File: src/rtl/perceptron_trainer_if.sv
// rtl/perceptron_trainer_if.sv - sample stream handshake between host sequencer and trainer
interface perceptron_trainer_if #(
   parameter int N_IN = 2,
   parameter int DW   = 14
);
   logic [N_IN*DW-1:0] s_x;
   logic               s_t;
   logic               s_last;
   logic               s_valid;
   logic               s_ready;

   modport master (output s_x, s_t, s_last, s_valid, input s_ready);
   modport slave  (input s_x, s_t, s_last, s_valid, output s_ready);
endinterface

File: src/rtl/perceptron_trainer.sv
// rtl/perceptron_trainer.sv - N_IN-input perceptron trainer, epochs streamed by host, stops on
// the first error-free epoch or at MAX_EPOCH
module perceptron_trainer #(
   parameter int N_IN      = 2,
   parameter int DW        = 14,
   parameter int FRAC      = 8,
   parameter int LR_SHIFT  = 0,
   parameter int MAX_EPOCH = 16
) (
   input  logic                           clk,
   input  logic                           rst,
   input  logic                           start,
   perceptron_trainer_if.slave            s,
   output logic                           epoch_req,
   output logic [N_IN*DW-1:0]             w_out,
   output logic [DW-1:0]                  b_out,
   output logic [$clog2(MAX_EPOCH+1)-1:0] epoch_cnt,
   output logic                           busy,
   output logic                           done,
   output logic                           converged
);
   localparam int EW = $clog2(MAX_EPOCH + 1);
   localparam int AW = 2*DW + $clog2(N_IN + 1) + 1;
   localparam int IW = (N_IN > 1) ? $clog2(N_IN) : 1;
   localparam logic [EW:0]          MAXE = (EW+1)'(MAX_EPOCH);
   localparam logic signed [DW+1:0] SMAX = {3'b000, {(DW-1){1'b1}}};
   localparam logic signed [DW+1:0] SMIN = {3'b111, {(DW-1){1'b0}}};
   localparam logic signed [DW:0]   ONE  = {{DW{1'b0}}, 1'b1} << FRAC;

   typedef enum logic [2:0] {IDLE, INIT, WAIT_S, MAC, EVAL, UPD, EPOCH_END, DONE} state_t;

   state_t                 state;
   logic signed [DW-1:0]   w     [N_IN];
   logic signed [DW-1:0]   xr    [N_IN];
   logic signed [DW-1:0]   w_nxt [N_IN];
   logic signed [DW:0]     xe    [N_IN];
   logic signed [DW:0]     de    [N_IN];
   logic signed [DW:0]     ds    [N_IN];
   logic signed [DW+1:0]   sum   [N_IN];
   logic signed [DW-1:0]   b, b_nxt;
   logic signed [DW:0]     bd, bs;
   logic signed [DW+1:0]   bsum;
   logic signed [AW-1:0]   acc, acc_init, prod_ext;
   logic signed [2*DW-1:0] mx, mw, prod;
   logic [IW-1:0]          idx;
   logic [7:0]             mis;
   logic                   tr, lastr, ready;
   logic [EW:0]            ep_next;

   function automatic logic signed [DW-1:0] sat(input logic signed [DW+1:0] v);
      if (v > SMAX)      return SMAX[DW-1:0];
      else if (v < SMIN) return SMIN[DW-1:0];
      else               return v[DW-1:0];
   endfunction

   always_comb begin
      mx       = {{DW{xr[idx][DW-1]}}, xr[idx]};
      mw       = {{DW{w[idx][DW-1]}}, w[idx]};
      prod     = mx * mw;
      prod_ext = {{(AW-2*DW){prod[2*DW-1]}}, prod};
      acc_init = {{(AW-DW){b[DW-1]}}, b} << FRAC;
      ep_next  = {1'b0, epoch_cnt} + 1'b1;
      // delta is formed one bit wider so negating the most negative input cannot wrap
      for (int i = 0; i < N_IN; i++) begin
         xe[i]    = {xr[i][DW-1], xr[i]};
         de[i]    = tr ? xe[i] : -xe[i];
         ds[i]    = de[i] >>> LR_SHIFT;
         sum[i]   = {ds[i][DW], ds[i]} + {{2{w[i][DW-1]}}, w[i]};
         w_nxt[i] = sat(sum[i]);
      end
      bd    = tr ? ONE : -ONE;
      bs    = bd >>> LR_SHIFT;
      bsum  = {bs[DW], bs} + {{2{b[DW-1]}}, b};
      b_nxt = sat(bsum);
      for (int i = 0; i < N_IN; i++) w_out[i*DW +: DW] = w[i];
   end

   assign b_out     = b;
   assign s.s_ready = ready;

   always_ff @(posedge clk or posedge rst) begin
      if (rst) begin
         state <= IDLE;
         for (int i = 0; i < N_IN; i++) begin
            w[i]  <= '0;
            xr[i] <= '0;
         end
         b         <= '0;
         acc       <= '0;
         mis       <= '0;
         epoch_cnt <= '0;
         idx       <= '0;
         tr        <= 1'b0;
         lastr     <= 1'b0;
         ready     <= 1'b0;
         epoch_req <= 1'b0;
         busy      <= 1'b0;
         done      <= 1'b0;
         converged <= 1'b0;
      end else begin
         epoch_req <= 1'b0;
         case (state)
            IDLE, DONE: if (start) state <= INIT;
            INIT: begin
               for (int i = 0; i < N_IN; i++) w[i] <= '0;
               b         <= '0;
               epoch_cnt <= '0;
               mis       <= '0;
               done      <= 1'b0;
               converged <= 1'b0;
               busy      <= 1'b1;
               epoch_req <= 1'b1;
               ready     <= 1'b1;
               state     <= WAIT_S;
            end
            WAIT_S: if (s.s_valid && ready) begin
               for (int i = 0; i < N_IN; i++) xr[i] <= s.s_x[i*DW +: DW];
               tr    <= s.s_t;
               lastr <= s.s_last;
               acc   <= acc_init;
               idx   <= '0;
               ready <= 1'b0;
               state <= MAC;
            end
            MAC: begin
               acc <= acc + prod_ext;
               if (idx == IW'(N_IN - 1)) state <= EVAL;
               else                      idx   <= idx + 1'b1;
            end
            // sign bit equal to target means prediction and target disagree
            EVAL: if (acc[AW-1] == tr) begin
               if (mis != '1) mis <= mis + 1'b1;
               state <= UPD;
            end else if (lastr) begin
               state <= EPOCH_END;
            end else begin
               ready <= 1'b1;
               state <= WAIT_S;
            end
            UPD: begin
               for (int i = 0; i < N_IN; i++) w[i] <= w_nxt[i];
               b <= b_nxt;
               if (lastr) state <= EPOCH_END;
               else begin
                  ready <= 1'b1;
                  state <= WAIT_S;
               end
            end
            EPOCH_END: begin
               epoch_cnt <= ep_next[EW-1:0];
               if (mis == '0) begin
                  busy      <= 1'b0;
                  done      <= 1'b1;
                  converged <= 1'b1;
                  state     <= DONE;
               end else if (ep_next == MAXE) begin
                  busy      <= 1'b0;
                  done      <= 1'b1;
                  converged <= 1'b0;
                  state     <= DONE;
               end else begin
                  mis       <= '0;
                  epoch_req <= 1'b1;
                  ready     <= 1'b1;
                  state     <= WAIT_S;
               end
            end
            default: state <= IDLE;
         endcase
      end
   end
endmodule

File: src/flat_wrapper.sv
// flat-port wrapper written by rule: the top's interface ports become plain ports
module perceptron_trainer_flat 
#(
   parameter int N_IN      = 2,
   parameter int DW        = 14,
   parameter int FRAC      = 8,
   parameter int LR_SHIFT  = 0,
   parameter int MAX_EPOCH = 16
)
  (clk, rst, start, epoch_req, w_out, b_out, epoch_cnt, busy, done, converged, s_s_x, s_s_t, s_s_last, s_s_valid, s_s_ready);
  perceptron_trainer_if #(.N_IN(N_IN), .DW(DW)) s_i ();
  input  logic clk;
  input  logic rst;
  input  logic start;
  output logic epoch_req;
  output logic [N_IN*DW-1:0] w_out;
  output logic [DW-1:0] b_out;
  output logic [$clog2(MAX_EPOCH+1)-1:0] epoch_cnt;
  output logic busy;
  output logic done;
  output logic converged;
  input wire logic [$bits(s_i.s_x)-1:0] s_s_x;
  input wire logic [$bits(s_i.s_t)-1:0] s_s_t;
  input wire logic [$bits(s_i.s_last)-1:0] s_s_last;
  input wire logic [$bits(s_i.s_valid)-1:0] s_s_valid;
  output wire logic [$bits(s_i.s_ready)-1:0] s_s_ready;
  assign s_i.s_x = s_s_x;
  assign s_i.s_t = s_s_t;
  assign s_i.s_last = s_s_last;
  assign s_i.s_valid = s_s_valid;
  assign s_s_ready = s_i.s_ready;
  perceptron_trainer #(.N_IN(N_IN), .DW(DW), .FRAC(FRAC), .LR_SHIFT(LR_SHIFT), .MAX_EPOCH(MAX_EPOCH)) u_core (.clk(clk), .rst(rst), .start(start), .s(s_i), .epoch_req(epoch_req), .w_out(w_out), .b_out(b_out), .epoch_cnt(epoch_cnt), .busy(busy), .done(done), .converged(converged));
endmodule
File: config.mk
export PLATFORM = sky130hd
export DESIGN_NAME = perceptron_trainer_flat
export DESIGN_NICKNAME = d
export VERILOG_FILES = /design/src/rtl/perceptron_trainer_if.sv /design/src/rtl/perceptron_trainer.sv /design/src/flat_wrapper.sv
export SDC_FILE = /design/constraint.sdc
export NUM_CORES = 1
export LEC_CHECK = 0
export ABC_AREA = 1
export CORE_MARGIN = 2
export CORE_UTILIZATION = 50
export DETAILED_ROUTE_END_ITERATION = 8
export HOLD_SLACK_MARGIN = 0.02
export PLACE_DENSITY = 0.77
export SLEW_MARGIN = 20
export SYNTH_ARGS = -nofsm -noshare
export SYNTH_HDL_FRONTEND = slang
export SYNTH_SLANG_ARGS = --single-unit
File: constraint.sdc
create_clock -name clk -period 7.3 [get_ports clk]
set_clock_uncertainty 0.2 [all_clocks]
set_input_delay 0.73 -clock clk [delete_from_list [all_inputs] [get_ports clk]]
set_output_delay 0.73 -clock clk [all_outputs]
set_load 0.01 [all_outputs]
==> metrics.md, run 1 <==
| Metric | Value |
|---|---|
| First-pass GRT wire length | `83900 um` |
| RSZ-0062 raised after global routing | `false` |
| Area leader, netlist | `fa_1` |
| Die height | `194 um` |
| WL/cell | `17.4 um` |
| DPL Wire Length | `41900 um` |
| Fill count | `3208` |
| Worst R2R Start | `u_core.idx$_DFFE_PP0P_` |
| Total number of vias | `15678` |
| Max cap viols | `0` |
| Final worst path period share | `94.9%` |
| Syn avg cell area | `7.57 um2` |
| Critical path startpoint category | `flip-flop` |
| Hold crit path type | `flip-flop to flip-flop` |
| CTS clock-pin slew for the worst setup and hold paths | `0.06 ns` |
| Clock sink count | `118` |
| Diodes inserted | `0` |
| Synthesis-to-layout area growth | `11.5%` |
| Clock Latency Late Sink | `0.45 ns` |
| Die X | `194 um` |
| Mapped Area | `18000 um2` |
| Core area | `35500 um2` |
| Post-synth cell types | `44` |
| Routability congestion estimate | `0.957` |
| Status | `finished, final reports clean` |
| Clock Tree Root | `clkbuf_16` |
| Crit Path Class | `flip-flop to flip-flop` |
| CP Launch Point | `u_core.idx$_DFFE_PP0P_` |
| Synthesized flop and latch total | `118` |
| Area share of the largest cell type after synthesis | `28.2%` |
| Syn Nets | `2801` |
| Hold path start | `u_core.converged$_DFFE_PP0P_` |
| Hold Fails Final Rpt | `0` |
| Crit path cell chain | `buf_4 -> o21ai_0 -> inv_2 -> nand2_1 -> fa_1 -> inv_1 -> fa_1 -> fa_1 -> fa_1 -> fa_1 -> inv_1 -> fa_1 -> inv_1 -> ha_1 -> nand2_1 -> o21ai_0 -> a21oi_1 -> or2_2 -> nand3_1 -> nand2_1 -> nand3_1 -> nand2_1` |
| H-tree depth | `4` |
| TritonCTS clock tree | `done` |
| 1st-iter DRT viols | `1345` |
| Detailed-route vias per instance | `5.33` |
| Final ANT Viol Nets | `0` |
| Ranking of synthesized cells by area | `fa_1 28%, dfrtp_1 16%, nand2_1 12%` |
| Share of cells above drive strength 1 | `5.72%` |
| Top post-synthesis cells by count | `564 x nand2_1, 541 x inv_1, 254 x fa_1` |
| Post-synth EDFFs | `0` |
| # rows | `69` |
| Top_reg_cell synth | `dfrtp_1` |
| Boundary Pins | `86` |
| Cts bufs inserted | `17` |
| Cell count of the worst reg-to-reg path | `22` |
| Required @ worst endpoint | `7.44 ns` |
| Ys Warns | `0` |
| Achievable Freq | `144 MHz` |
| Hold_buf cts | `0` |
| Critical Path Slowest Stage Cell | `o21ai_0` |
| Crit path DAT | `7.07 ns` |
| Multi-input logic area | `12700 um2` |
| Nets | `2890` |
| Critical path fanouts, max | `13` |
| Vias in the first global route | `15992` |
| Gr usage total | `28.3%` |
| Asr flop ratio synth | `100%` |
| DRC | `0` |
| Sequential cell area fraction in the yosys report | `16.4%` |
| Reg area | `2950 um2` |
| Initial core utilization | `50.7%` |
| Post-Syn Instances | `2379` |
| Least-Margin Pin Slew | `0.944 ns` |
| Largest net degree at the start of global routing | `69` |
| Placed cells | `2904` |
| Final setup viols | `0` |
| Slew Limit Headroom | `37.1%` |
| CTS Buffer Depth | `2` |
| Worst setup EP type | `flip-flop` |
| Finished Layout Cells | `2942` |
| Setup_tns | `0 ns` |
| Final Slew Violations | `0` |
| Post-route minimum period | `6.92 ns` |
| Initial antenna violation count | `0` |
| Cell depth of the worst hold path | `2` |
| GRT overflow | `0` |
| Drt total wl | `51200 um` |
| Port Buffers | `85` |
| Most frequent cell after synthesis | `nand2_1` |
| CP max stage delay | `0.65 ns` |
| Die area | `37500 um2` |
| Cell mode on critical path | `fa_1` |
| 1st-pass router iterations | `6` |
## logic make-up (layout without fill, tap and decap cells)
| family | Yosys count | count (layout) | share of synthesized area (%) |
|---|---|---|---|
| multiplexers | 2 | 2 | 0.111 |
| buffers and inverters | 616 | 718 | 13.4 |
| XOR/XNOR | 66 | 66 | 3.21 |
| flip-flops | 118 | 118 | 16.4 |
| AO/OA/AOI/OAI | 240 | 240 | 7.48 |
| AND/OR/NAND/NOR | 949 | 949 | 21.9 |
| adder cells (fa/ha/maj) | 388 | 388 | 37.5 |
## layout by cell type, fill, tap and decap left out, types with 9 or more instances in the layout
master,instances
nand2_1,564
nor3_1,14
xor2_1,48
o211ai_1,9
o21ai_0,87
nand4_1,23
buf_4,38
ha_1,134
inv_2,17
inv_1,535
o21ai_1,22
dfrtp_1,118
nor2_1,193
clkdlybuf4s50_1,85
nand3_1,97
o21bai_1,16
or2_2,18
nand2_2,13
fa_1,253
xnor2_1,18
clkbuf_16,17
a21oi_1,71
## timing repair
item                                    4_1_cts  5_1_grt
endpoints found under the setup margin        0       16
buffers inserted                              0        6
gates resized for setup                       0       21
## state kept, by name (all words and copies together) (netlist names)
signal and flops:
u_core.acc 31, u_core.b_out 7, u_core.busy 1, u_core.converged 1
u_core.done 1, u_core.epoch_cnt 5, u_core.epoch_req 1, u_core.idx 1
u_core.lastr 1, u_core.mis 8, u_core.s.s_ready 1, u_core.state 3
u_core.tr 1, u_core.w_out 28, u_core.xe 28
## path summary, 6_finish.rpt
path | endpoint | slack [ns]
worst max-delay path | u_core.acc[28]$_DFFE_PP0P_ | 0.38
worst min-delay path | u_core.converged$_DFFE_PP0P_ | 0.29
worst max register to register | u_core.acc[28]$_DFFE_PP0P_ | 0.38
worst min register to register | u_core.converged$_DFFE_PP0P_ | 0.29
max in group asynchronous | u_core.xe[16]$_DFFE_PP0P_ | 4.95
min in group asynchronous | u_core.epoch_cnt[4]$_DFFE_PP0P_ | 0.54
## layer usage
metal | wire [um] | global-route usage (%)
met3 | 4020 | 6.21
met2 | 23500 | 44.6
met4 | 2480 | 13.4
met1 | 21300 | 37.2
met5 | 0 | 0
## per-stage QoR
stage / instance area, um2 / utilization (%) / worst slack, ns / hold WS, ns
finish: 20100 / 56.6 / 0.375 / 0.288
floorplan: 18000 / - / 0.575 / 0.265
global route: 20100 / 56.6 / 0.0733 / 0.324
global placement: 19400 / 54.6 / 0.126 / 0.261
detailed placement: 19400 / 54.6 / 0.131 / 0.265
CTS: 20000 / 56.3 / 0.101 / 0.288
## cell type report
type | count | area share, %
timing repair buffer | 123 | 5.66
multi-input combinational | 1645 | 63.1
tap | 461 | 2.87
inverter | 563 | 10.6
sequential | 118 | 14.7
clock inverter | 11 | 0.748
clock buffer | 21 | 2.29
## worst max-delay path: cells and delay by family (launching register included)
family          cells  cell delay [ns]
flops               1             0.43
fa+ha+maj           7             3.38
simple gates        7             0.87
buf+inv             5             0.72
compound gates      3             1.22
Power of run 1 is not shown: default switching activity piles up to over one toggle a cycle in this logic, so the estimate is an artifact.
==> run 2: changes to the inputs <==
Settings changed: PLACE_DENSITY 0.77 to default, PLACE_DENSITY_LB_ADDON from default to 0.1, SKIP_CTS_REPAIR_TIMING from default to 1.
==> metrics.md, run 2 (same netlist as run 1, synthesis figures left out) <==
| Metric | Value |
|---|---|
| Least-Margin Pin Slew | `0.886 ns (-0.0583 ns)` |
| Share of cells above drive strength 1 | `5.64% (-0.081 points)` |
| Critical path fanouts, max | `13 (unchanged)` |
| Die area | `37500 um2 (unchanged)` |
| CTS Buffer Depth | `2 (unchanged)` |
| Crit path cell chain | `buf_4 -> o21ai_0 -> inv_2 -> buf_4 -> nand2_1 -> fa_1 -> fa_1 -> inv_1 -> fa_1 -> fa_1 -> fa_1 -> inv_1 -> fa_1 -> inv_1 -> ha_1 -> nand2_1 -> inv_1 -> nand2_1 -> nor3_1 -> nand2_1 -> nand2_1 -> o21ai_0 -> o21ai_0 -> nand2_1` |
| Total number of vias | `15502 (-1.1%)` |
| Worst setup EP type | `flip-flop` |
| Clock Tree Root | `clkbuf_16` |
| Largest register FFs | `31 (unchanged)` |
| Clock sink count | `118 (unchanged)` |
| Most frequent cells in the layout | `564 x nand2_1, 534 x inv_1, 253 x fa_1` |
| Worst R2R Start | `u_core.idx$_DFFE_PP0P_` |
| Largest net degree at the start of global routing | `75 (+8.7%)` |
| Final Slew Violations | `0 (unchanged)` |
| Finished Layout Cells | `2942 (unchanged)` |
| Achievable Freq | `143 MHz (-0.83%)` |
| TritonCTS clock tree | `done` |
| Leading cell type in the layout, fill and taps excluded | `nand2_1` |
| Cts bufs inserted | `17 (unchanged)` |
| CP max stage delay | `0.72 ns (+0.07 ns)` |
| Hold crit path type | `flip-flop to flip-flop` |
| Max cap viols | `0 (unchanged)` |
| Final Cell Area | `20100 um2 (+0.19%)` |
| Top reg by flops | `u_core.acc` |
| Clock Latency Late Sink | `0.45 ns (about the same)` |
| Detailed-route vias per instance | `5.27 (-1.1%)` |
| Crit Path Class | `flip-flop to flip-flop` |
| Routability congestion estimate | `0.947 (-1.1%)` |
| # rows | `69 (unchanged)` |
| Met3 usage | `4.85% (-1.4 points)` |
| Util after Layout | `56.7% (+0.11 points)` |
| Synthesis-to-layout area growth | `11.7%` |
| Crit path buffers/inverters | `7 (+2)` |
| GR Util met2 | `45.6% (+0.98 points)` |
| 1st-pass router iterations | `5 (-1)` |
| Required @ worst endpoint | `7.42 ns (-0.02 ns)` |
| WL/cell | `17.5 um (+0.73%)` |
| CP delay by family, top | `adder cells` |
| Status | `finished, final reports clean` |
| Final worst path period share | `95.7% (+0.79 points)` |
| Port Buffers | `85 (unchanged)` |
| Met1 Track Usage GR | `38.4% (+1.2 points)` |
| Nets | `2893 (+0.10%)` |
| Initial antenna violation count | `0 (unchanged)` |
| Initial core utilization | `50.7% (unchanged)` |
| Drt total wl | `51600 um (+0.73%)` |
| CP Launch Point | `u_core.idx$_DFFE_PP0P_` |
| Die height | `194 um (unchanged)` |
| Gr usage total | `28.5% (+0.21 points)` |
| DRC | `0 (unchanged)` |
| Hold path start | `u_core.converged$_DFFE_PP0P_` |
| Core area | `35500 um2 (unchanged)` |
| H-tree depth | `4 (unchanged)` |
| Final setup viols | `0 (unchanged)` |
| Diodes inserted | `0 (unchanged)` |
| Setup_tns | `0 ns (unchanged)` |
| Placed cells | `2907 (+0.10%)` |
| First-pass GRT wire length | `83800 um (-0.12%)` |
| CTS clock-pin slew for the worst setup and hold paths | `0.06 ns (about the same)` |
| GRT overflow | `0 (unchanged)` |
| Hold Fails Final Rpt | `0 (unchanged)` |
| Die X | `194 um (unchanged)` |
| Slew Limit Headroom | `40.3% (+3.3 points)` |
| Crit path DAT | `7.10 ns (+0.03 ns)` |
| Post-route minimum period | `6.98 ns (+0.0580 ns)` |
| GRT Max-Usage Layer | `met2` |
| Final ANT Viol Nets | `0 (unchanged)` |
| Placed inst area | `19400 um2 (+0.12%)` |
| Critical path startpoint category | `flip-flop` |
| DPL Wire Length | `42900 um (+2.3%)` |
| Boundary Pins | `86 (unchanged)` |
| Vias in the first global route | `15681 (-1.9%)` |
| 1st-iter DRT viols | `1067 (-21%)` |
| Critical Path Slowest Stage Cell | `o21ai_0` |
[run 2: worst register-to-register path: cells and delay by family, from the launching register on]
family	cells	cell delay, ns
flip-flops	1	0.46
AND/OR/NAND/NOR	7	1.00
buffers and inverters	7	0.98
adder cells (fa/ha/maj)	7	3.17
AO/OA/AOI/OAI	3	1.03
[run 2: stage by stage]
stage | setup slack [ns] | hold slack [ns]
after floorplan | 0.575 | 0.265
after global routing | -0.000999 | 0.290
after global placement | 0.0125 | 0.267
after detailed placement | 0.143 | 0.260
final | 0.317 | 0.269
after CTS | 0.123 | 0.279
[run 2: area by class of cell]
| cell class | count | area [um2] |
|---|---|---|
| Sequential cell | 118 | 2950 |
| Clock buffer | 19 | 433 |
| Multi-Input combinational cell | 1645 | 12700 |
| Clock inverter | 10 | 181 |
| Fill cell | 3407 | 15400 |
| Timing Repair Buffer | 126 | 1170 |
| Inverter | 563 | 2130 |
| Tap cell | 461 | 577 |
[run 2: worst paths after layout]
path | end | slack (ns) | cells past startpoint
setup / recovery | u_core.acc[16]$_DFFE_PP0P_ | 0.32 | 24
hold / removal | u_core.converged$_DFFE_PP0P_ | 0.27 | 2
setup reg to reg | u_core.acc[16]$_DFFE_PP0P_ | 0.32 | 24
hold reg to reg | u_core.converged$_DFFE_PP0P_ | 0.27 | 2
max in group asynchronous | u_core.acc[15]$_DFFE_PP0P_ | 5.21 | 3
min in group asynchronous | u_core.w_out[25]$_DFFE_PP0P_ | 0.51 | 2
[run 2: per-layer routing]
metal	part of all wire, %	wire (um)	up-vias
met5	0	0	-
met4	4.2	2140	0
met3	6.1	3150	97
met2	47	24100	476
met1	43	22300	7594
li1	-	-	7335
Power of run 2 is left out for the same reason.
==> run 3: changes to the inputs <==
Settings changed: CORE_ASPECT_RATIO from default to 0.8, SETUP_SLACK_MARGIN from default to 0.05.
==> metrics.md, run 3 (same netlist as run 1, synthesis figures left out) <==
| Metric | Value |
|---|---|
| Fill count | `3394 (-0.38%)` |
| Status | `finished, final reports clean` |
| Drt total wl | `52500 um (+1.8%)` |
| CTS clock-pin slew for the worst setup and hold paths | `0.07 ns (about the same)` |
| Required @ worst endpoint | `7.41 ns (about the same)` |
| Critical path startpoint category | `flip-flop` |
| Setup_tns | `0 ns (unchanged)` |
| Most frequent cells in the layout | `564 x nand2_1, 535 x inv_1, 254 x fa_1` |
| Hold path start | `u_core.converged$_DFFE_PP0P_` |
| Routability congestion estimate | `0.990 (+4.6%)` |
| Final setup viols | `0 (unchanged)` |
| Metal-1 WL | `24000 um (+8.0%)` |
| Metal2 WL | `23300 um (-3.0%)` |
| Largest net degree at the start of global routing | `64 (-15%)` |
| Achievable Freq | `145 MHz (+0.96%)` |
| CTS Buffer Depth | `2 (unchanged)` |
| Synthesis-to-layout area growth | `12.2%` |
| Clock sink count | `118 (unchanged)` |
| 1st-iter DRT viols | `1360 (+27%)` |
| Cell depth of the worst hold path | `2 (unchanged)` |
| Crit Path Class | `flip-flop to flip-flop` |
| Cell count of the worst reg-to-reg path | `21 (-13%)` |
| Cell mode on critical path | `fa_1` |
| Initial core utilization | `50.5% (-0.29 points)` |
| Core area | `35700 um2 (+0.57%)` |
| Top reg by flops | `u_core.acc` |
| 1st-pass router iterations | `6 (+1)` |
| Hold Path Sink | `u_core.converged$_DFFE_PP0P_` |
| GRT overflow | `0 (unchanged)` |
| Slew Limit Headroom | `42.7% (+2.3 points)` |
| Place WS | `0.00618 ns (-0.137 ns)` |
| Util after Layout | `56.6% (-0.071 points)` |
| Final ANT Viol Nets | `0 (unchanged)` |
| Port Buffers | `85 (unchanged)` |
| Nets | `2902 (+0.31%)` |
| CP max stage delay | `0.63 ns (-0.09 ns)` |
| Total number of vias | `15578 (+0.49%)` |
| R2r endpoint | `u_core.acc[22]$_DFFE_PP0P_` |
| Gr usage total | `29.4% (+0.93 points)` |
| DPL Wire Length | `43100 um (+0.46%)` |
| Met3 WL post-DR | `4210 um (+34%)` |
| First-pass GRT wire length | `85700 um (+2.3%)` |
| Least-Margin Pin Slew | `0.860 ns (-0.0258 ns)` |
| Final worst path period share | `94.7% (-0.91 points)` |
| Critical path fanouts, max | `11 (-2)` |
| Share of cells above drive strength 1 | `6.10% (+0.45 points)` |
| Diodes inserted | `0 (unchanged)` |
| Die height | `174 um (-10%)` |
| Uppermost routed layer | `met4` |
| Cts bufs inserted | `17 (unchanged)` |
| Hold Fails Final Rpt | `0 (unchanged)` |
| Clock Latency Late Sink | `0.45 ns (about the same)` |
| Die area | `37600 um2 (about the same)` |
| DRC | `0 (unchanged)` |
| Clock Tree Root | `clkbuf_16` |
| Final Slew Violations | `0 (unchanged)` |
| Worst R2R Start | `u_core.idx$_DFFE_PP0P_` |
| Post-route minimum period | `6.92 ns (-0.0666 ns)` |
| Placed inst area | `19500 um2 (+0.35%)` |
| Final Cell Area | `20200 um2 (+0.44%)` |
| H-tree depth | `4 (unchanged)` |
| WL/cell | `17.7 um (+0.77%)` |
| RSZ-0062 raised after global routing | `true` |
| Max cap viols | `0 (unchanged)` |
| Setup WS post-layout | `0.384 ns (+0.0666 ns)` |
| Vias in the first global route | `15708 (+0.17%)` |
| Hold crit path type | `flip-flop to flip-flop` |
| Crit path DAT | `7.03 ns (-0.07 ns)` |
| Die X | `216 um (+12%)` |
| Crit path buffers/inverters | `4 (-3)` |
| Initial antenna violation count | `0 (unchanged)` |
| Critical Path Slowest Stage Cell | `o21ai_0` |
| Boundary Pins | `86 (unchanged)` |
| Worst setup EP type | `flip-flop` |
| Detailed-route vias per instance | `5.24 (-0.56%)` |
| # rows | `62 (-10%)` |
| Leading cell type in the layout, fill and taps excluded | `nand2_1` |
| FF-to-FF setup slack | `0.38 ns (+0.07 ns)` |
| CP delay by family, top | `adder cells` |
| TritonCTS clock tree | `done` |
| Crit path cell chain | `buf_4 -> o21ai_0 -> buf_4 -> nor2_1 -> fa_1 -> fa_1 -> fa_1 -> fa_1 -> fa_1 -> inv_1 -> fa_1 -> inv_1 -> ha_1 -> a21oi_1 -> o21ai_0 -> a21oi_1 -> nand2_1 -> nand2_1 -> nand3b_1 -> nand3_1 -> nand3_1` |
| Largest register FFs | `31 (unchanged)` |
[run 3: cell types whose count changed in the layout (fill, tap and decap cells not counted), sizes merged]
| cell | delta |
|---|---|
| buf | +9 |
| bufinv | -2 |
| clkbuf | -1 |
| clkinv | +1 |
| clkinvlp | +4 |
| inv | +1 |
[run 3: how the worst max path moves through the flow]
stage | end | startpoint | depth (start not counted)
floorplan | u_core.acc[28]$_DFFE_PP0P_ | u_core.idx$_DFFE_PP0P_ | 25
global placement | u_core.acc[26]$_DFFE_PP0P_ | u_core.idx$_DFFE_PP0P_ | 24
detailed placement | u_core.acc[23]$_DFFE_PP0P_ | u_core.idx$_DFFE_PP0P_ | 24
CTS | u_core.acc[26]$_DFFE_PP0P_ | u_core.idx$_DFFE_PP0P_ | 24
global route | u_core.acc[26]$_DFFE_PP0P_ | u_core.idx$_DFFE_PP0P_ | 26
finish | u_core.acc[22]$_DFFE_PP0P_ | u_core.idx$_DFFE_PP0P_ | 21
[run 3: layer usage]
layer / GRT usage (%) / vias up
met2: 44.7 / 528
met4: 6.25 / 0
met1: 42.6 / 7614
met3: 7.40 / 67
met5: 0 / -
li1: - / 7369
[run 3: layout make-up]
type	count	area [um2]	area share (%)
well taps	480	601	2.97
repair buffers	135	1230	6.07
clock buffers	18	439	2.17
inverters	563	2130	10.6
multi-input cells	1645	12700	62.7
clock inverters	14	174	0.861
flip-flops and latches	118	2950	14.6
[run 3: worst min-delay path, cell delays in order (launching register included)]
cell and delay (ns):
dfrtp_1 0.36, nand2_1 0.06, nand2_1 0.05
[run 3: stage by stage]
step	std cells	hold WS, ns
floorplan	2379	0.265
global placement	2932	0.264
detailed placement	2932	0.272
CTS	2964	0.297
global route	2973	0.330
finish	2973	0.297
Power of run 3 is left out for the same reason.
